[config.mk]
export PLATFORM = sky130hd
export DESIGN_NAME = plab4_net_router_tdm_out_sched_flat
export DESIGN_NICKNAME = d
export VERILOG_FILES = /design/src/rtl/plab4_net_router_tdm_out_sched_if.sv /design/src/rtl/plab4_net_router_tdm_out_sched.sv /design/src/flat_wrapper.sv
export SDC_FILE = /design/constraint.sdc
export NUM_CORES = 1
export LEC_CHECK = 0
export CAP_MARGIN = 5
export CELL_PAD_IN_SITES_DETAIL_PLACEMENT = 2
export CELL_PAD_IN_SITES_GLOBAL_PLACEMENT = 2
export CORE_AREA = 5 5 55 57
export CTS_CLUSTER_DIAMETER = 50
export DETAILED_ROUTE_END_ITERATION = 6
export DIE_AREA = 0 0 60 62
export DONT_BUFFER_PORTS = 1
export GPL_TIMING_DRIVEN = 1
export PLACE_DENSITY_LB_ADDON = 0.1
export SETUP_SLACK_MARGIN = 0.1
export SYNTH_ARGS = -nofsm -noshare
export SYNTH_HDL_FRONTEND = slang
export SYNTH_SLANG_ARGS = --single-unit
export TNS_END_PERCENT = 10
[constraint.sdc]
create_clock -name clk -period 1.75 [get_ports clk]
set_clock_uncertainty 0.05 [all_clocks]
set_input_delay 0.175 -clock clk [delete_from_list [all_inputs] [get_ports clk]]
set_output_delay 0.175 -clock clk [all_outputs]
set_load 0.1 [all_outputs]
[src/rtl/plab4_net_router_tdm_out_sched_if.sv]
// Output-port bundle between the input controls and the TDM output scheduler.
// Handshake: out_val says a message is presented this cycle; a transfer happens
// exactly when out_val & out_rdy, and only then is grants non-zero (zero-cycle latency).
interface plab4_net_router_tdm_out_sched_if;
    logic [2:0] reqs;
    logic [2:0] reqs_dom;
    logic       out_rdy;
    logic       out_val;
    logic [2:0] grants;
    logic [1:0] xbar_sel;

    modport master (
        output reqs, reqs_dom, out_rdy,
        input  out_val, grants, xbar_sel
    );

    modport slave (
        input  reqs, reqs_dom, out_rdy,
        output out_val, grants, xbar_sel
    );
endinterface

[src/rtl/plab4_net_router_tdm_out_sched.sv]
// Two-domain TDM output-port scheduler with per-domain round-robin among {in0, ter, in1}.
// Optional grant counters are enabled by defining PLAB4_NET_TDM_STATS_EN.
module plab4_net_router_tdm_out_sched #(
    parameter int p_epoch_len   = 8,
    parameter int p_dead_cycles = 1,
    parameter int p_cnt_nbits   = 4
) (
    input  logic clk,
    input  logic reset,
    plab4_net_router_tdm_out_sched_if.slave sched_if,
    output logic cur_dom,
`ifdef PLAB4_NET_TDM_STATS_EN
    output logic [15:0] grant_cnt_d0,
    output logic [15:0] grant_cnt_d1,
`endif
    output logic epoch_start
);

    if (p_epoch_len < 1 || p_dead_cycles < 0 || p_dead_cycles >= p_epoch_len ||
        (64'(1) << p_cnt_nbits) < 64'(p_epoch_len)) begin : g_bad_params
        $fatal(1, "plab4_net_router_tdm_out_sched: illegal parameter combination");
    end

    localparam logic [p_cnt_nbits-1:0] cnt_last = p_cnt_nbits'(p_epoch_len - 1);
    // One bit wider so an all-active epoch of length 2^p_cnt_nbits does not wrap to zero.
    localparam logic [p_cnt_nbits:0]   act_end  = (p_cnt_nbits + 1)'(p_epoch_len - p_dead_cycles);

    logic [p_cnt_nbits-1:0] cnt_q, cnt_d;
    logic                   dom_q, dom_d;
    logic [2:0]             prio_d0_q, prio_d0_d;
    logic [2:0]             prio_d1_q, prio_d1_d;

    logic       active;
    logic [2:0] elig;
    logic [2:0] prio_cur;
    logic [2:0] prio_next;
    logic [1:0] win;
    logic       val;
    logic       xfer;

    always_comb begin
        cnt_d = cnt_q + p_cnt_nbits'(1);
        dom_d = dom_q;
        if (cnt_q == cnt_last) begin
            cnt_d = '0;
            dom_d = ~dom_q;
        end

        active   = ({1'b0, cnt_q} < act_end);
        elig     = sched_if.reqs & ~(sched_if.reqs_dom ^ {3{dom_q}});
        prio_cur = dom_q ? prio_d1_q : prio_d0_q;

        // Scan starts at the pointer position and wraps 2 -> 0.
        case (prio_cur)
            3'b010:  win = elig[1] ? 2'd1 : (elig[2] ? 2'd2 : 2'd0);
            3'b100:  win = elig[2] ? 2'd2 : (elig[0] ? 2'd0 : 2'd1);
            default: win = elig[0] ? 2'd0 : (elig[1] ? 2'd1 : 2'd2);
        endcase

        // Outputs are forced idle while reset is held, not just after the next edge.
        val  = reset & active & (|elig);
        xfer = val & sched_if.out_rdy;

        sched_if.out_val  = val;
        sched_if.grants   = xfer ? (3'b001 << win) : 3'b000;
        sched_if.xbar_sel = val ? win : 2'd0;

        prio_next = {win == 2'd1, win == 2'd0, win == 2'd2};
        prio_d0_d = prio_d0_q;
        prio_d1_d = prio_d1_q;
        if (xfer && !dom_q) prio_d0_d = prio_next;
        if (xfer &&  dom_q) prio_d1_d = prio_next;

        cur_dom     = dom_q;
        epoch_start = reset & (cnt_q == '0);
    end

    always_ff @(posedge clk or negedge reset) begin
        if (!reset) begin
            cnt_q     <= '0;
            dom_q     <= 1'b0;
            prio_d0_q <= 3'b001;
            prio_d1_q <= 3'b001;
        end else begin
            cnt_q     <= cnt_d;
            dom_q     <= dom_d;
            prio_d0_q <= prio_d0_d;
            prio_d1_q <= prio_d1_d;
        end
    end

`ifdef PLAB4_NET_TDM_STATS_EN
    logic [15:0] gcnt_d0_q, gcnt_d0_d;
    logic [15:0] gcnt_d1_q, gcnt_d1_d;

    always_comb begin
        gcnt_d0_d = gcnt_d0_q;
        gcnt_d1_d = gcnt_d1_q;
        if (xfer && !dom_q && gcnt_d0_q != 16'hFFFF) gcnt_d0_d = gcnt_d0_q + 16'd1;
        if (xfer &&  dom_q && gcnt_d1_q != 16'hFFFF) gcnt_d1_d = gcnt_d1_q + 16'd1;
        grant_cnt_d0 = gcnt_d0_q;
        grant_cnt_d1 = gcnt_d1_q;
    end

    always_ff @(posedge clk or negedge reset) begin
        if (!reset) begin
            gcnt_d0_q <= '0;
            gcnt_d1_q <= '0;
        end else begin
            gcnt_d0_q <= gcnt_d0_d;
            gcnt_d1_q <= gcnt_d1_d;
        end
    end
`endif

endmodule
[src/flat_wrapper.sv]
// flat-port wrapper written by rule: the top's interface ports become plain ports
module plab4_net_router_tdm_out_sched_flat 
#(
    parameter int p_epoch_len   = 8,
    parameter int p_dead_cycles = 1,
    parameter int p_cnt_nbits   = 4
)
  (clk, reset, cur_dom, epoch_start, sched_if_reqs, sched_if_reqs_dom, sched_if_out_rdy, sched_if_out_val, sched_if_grants, sched_if_xbar_sel);
  plab4_net_router_tdm_out_sched_if sched_if_i ();
  input  logic clk;
  input  logic reset;
  output logic cur_dom;
  output logic epoch_start;
  input wire logic [$bits(sched_if_i.reqs)-1:0] sched_if_reqs;
  input wire logic [$bits(sched_if_i.reqs_dom)-1:0] sched_if_reqs_dom;
  input wire logic [$bits(sched_if_i.out_rdy)-1:0] sched_if_out_rdy;
  output wire logic [$bits(sched_if_i.out_val)-1:0] sched_if_out_val;
  output wire logic [$bits(sched_if_i.grants)-1:0] sched_if_grants;
  output wire logic [$bits(sched_if_i.xbar_sel)-1:0] sched_if_xbar_sel;
  assign sched_if_i.reqs = sched_if_reqs;
  assign sched_if_i.reqs_dom = sched_if_reqs_dom;
  assign sched_if_i.out_rdy = sched_if_out_rdy;
  assign sched_if_out_val = sched_if_i.out_val;
  assign sched_if_grants = sched_if_i.grants;
  assign sched_if_xbar_sel = sched_if_i.xbar_sel;
  plab4_net_router_tdm_out_sched #(.p_epoch_len(p_epoch_len), .p_dead_cycles(p_dead_cycles), .p_cnt_nbits(p_cnt_nbits)) u_core (.clk(clk), .reset(reset), .sched_if(sched_if_i), .cur_dom(cur_dom), .epoch_start(epoch_start));
endmodule
==> metrics, run 1 <==
outcome=complete, but fails checks; failing checks=negative setup slack; synth cell count leaders=9 x dfrtp_1, 8 x inv_1, 5 x and2_1, 5 x nor2_1; max incr delay on CP=0.54 ns; Final #Nets=122; final setup fails=12; Core Area=0.00243 mm²; Fmax=426 MHz; count leader, synth=dfrtp_1; clock latency on the worst-skew pair=0.27 ns; YS warnings=0; crit path cell chain=a32oi_1 > o41a_1 > nand2_2 > nor4_4 > buf_12; P_leak=0.544 nW; Area Overhead vs Synth=58.1%; Synth top area share=0.307; register bit total from synthesis=11; die area=0.00372 mm²; Boundary Pins=17; DRT Pass-1 Iters=2; clock root buffer=clkbuf_4; Final Util=0.477; Placed Cells=134; Post-synth EDFFs=0; Cell Pwr Density=968 mW/mm²; diodes inserted=0; Max Cap Viol=0; share of layout cells above drive strength 1=0.455; fin crit share=1.34; Final ANT Viol Nets=0; number of buffers added on ports=0; largest net degree at the start of global routing=12; Die H=62 µm; Slowest-stage cell, CP=dfrtp_4; final hold vios=0; Syn Inst Count=78; Worst Slack Setup Final=-0.598 ns; gr usage total=0.150; Non-Filler Instances=140; WS Path Type=register to primary output; Rel. slew slack=0.656; # DRC=0; Avg Cell Area, Syn=9.42 µm²; Distinct cells, synth=34; Seq/Total Area, Yosys=0.378; row cnt=18; post-synth top area cell=dfrtp_1; Data required, critical path=1.52 ns; Final TNS setup=-4.46 ns; Synthesized Nets=89; CP endpoint kind=primary output; Fin Hold WS=0.223 ns; min-delay worst type=primary input to register; 1st-iter DRT viols=9; grt ovf=0; CP Max Fanout=9; Post-synth top flop=dfrtp_1; max-slew violations=0; ys async rst share=1.00; worst endpoint data arrival time=2.12 ns; antenna violations before repair=0; Max Buffers Root-to-Sink=2; DR vias=724; synth top area cells=dfrtp_1 31%, dfstp_2 7.2%, mux2_2 4.6%; DR vias/cell=5.17; RSZ-0062 raised after global routing=yes; GPL Wtd Cong=0.742; post-DP HPWL=2020 µm; maximum vdd drop=824 µV; global-route wire length before repair=4020 µm; Syn Std Cell Area=734 µm²; post-route minimum period=2.35 ns; CTS sink cnt=11; vias in the first global route=839; CTS Buf Count=3; CTS tree=done; WL/cell=17.9 µm; Die W=60 µm; critical path launch point type=register; Initial Util=0.302; H-Tree Depth=1; WL final=2500 µm; Worst-Margin Slew=0.514 ns; clock-pin slew on the worst setup and hold paths=0.07 ns
==> worst paths after layout <==
path	depth (start not counted)	endpoint	from	slack, ns
min in group asynchronous	1	u_core.prio_d0_q[1]	reset	0.26
worst max register to register	7	u_core.prio_d1_q[1]	u_core.cur_dom	-0.25
worst min register to register	1	u_core.prio_d1_q[2]	u_core.prio_d1_q[2]	0.47
worst max-delay path	5	sched_if_grants[0]	u_core.cur_dom	-0.60
max in group asynchronous	1	u_core.cur_dom	reset	1.01
worst min-delay path	4	u_core.prio_d1_q[1]	sched_if_out_rdy	0.22
==> cell families after synthesis <==
kind of cell,Yosys count,share of synthesized area
simple gates,27,0.203
compound gates,19,0.196
flops,11,0.378
buf+inv,9,0.0562
xor+xnor,5,0.0596
mux,5,0.0733
fa+ha+maj,2,0.0341
==> critical path, delay by kind of cell, from the launching register on <==
kind | cells | cell delay (ns)
AND/OR/NAND/NOR | 2 | 0.39
AO/OA/AOI/OAI | 2 | 0.69
flip-flops | 1 | 0.54
buffers and inverters | 1 | 0.22
==> metrics by stage <==
| stage | cell area, µm² | power [mW] | setup WS, ns |
|---|---|---|---|
| 4_1_cts | 1130 | 1.11 | -0.584 |
| 3_3_place_gp | 1050 | 0.878 | -0.263 |
| 6_report | 1160 | 1.12 | -0.598 |
| 3_5_place_dp | 1050 | 0.898 | -0.357 |
| 5_1_grt | 1160 | 1.20 | -0.682 |
| 2_1_floorplan | 762 | 0.685 | -1.07 |
==> placed cells by master (no fill, tap or decap), types with 3 or more instances in the layout <==
cell      netlist  final
mux2_2          3      3
buf_4           0     20
and2_1          5      3
dfrtp_1         9      8
nor2_1          5      5
nand2_1         4      3
and2_4          1      3
clkbuf_4        0      3
nand3_1         4      4
buf_12          0      6
inv_1           8      8
==> what timing repair did <==
item,in CTS,in global routing
buffers inserted,1,0
setup endpoints to repair,13,13
pin swaps,1,0
hold buffers,1,0
gates resized for setup,10,5
endpoints found under the hold margin,11,0
==> state kept, by name, summed over array words and instances, names as in the netlist <==
name and cells:
u_core.cnt_q 4, u_core.cur_dom 1, u_core.prio_d0_q 3, u_core.prio_d1_q 3
==> power by group <==
group          internal, mW  total, mW  switching [mW]
sequential            0.329      0.379          0.0501
combinational         0.255      0.572           0.316
clock                0.0883      0.174          0.0859
total                 0.672       1.12           0.452
==> metal layers <==
metal | wire length (µm) | GRT usage | vias up
met3 | 67 | 0.0124 | 4
met2 | 1320 | 0.279 | 12
met5 | 0 | 0 | -
met4 | 54 | 0.0759 | 0
li1 | - | - | 341
met1 | 1060 | 0.172 | 367
==> cell type report <==
class	instances	area (µm²)
clock buffer	4	26.3
fill	255	1270
inverter	8	30.0
multi-input combinational	58	483
sequential	11	282
tap	30	37.5
timing repair buffer	29	303
No activity file was read; power rests on OpenSTA's default activity.
==> run 2: changes to the inputs <==
--- a/config.mk
+++ b/config.mk
@@ -5,7 +5,6 @@
 export SDC_FILE = /design/constraint.sdc
 export NUM_CORES = 1
 export LEC_CHECK = 0
-export CAP_MARGIN = 5
 export CELL_PAD_IN_SITES_DETAIL_PLACEMENT = 2
 export CELL_PAD_IN_SITES_GLOBAL_PLACEMENT = 2
 export CORE_AREA = 5 5 55 57
@@ -14,6 +13,7 @@
 export DIE_AREA = 0 0 60 62
 export DONT_BUFFER_PORTS = 1
 export GPL_TIMING_DRIVEN = 1
+export HOLD_SLACK_MARGIN = 0.08
 export PLACE_DENSITY_LB_ADDON = 0.1
 export SETUP_SLACK_MARGIN = 0.1
 export SYNTH_ARGS = -nofsm -noshare
==> results of run 2 <==
No change in the layout: final DEF, timing and power equal those of run 1.
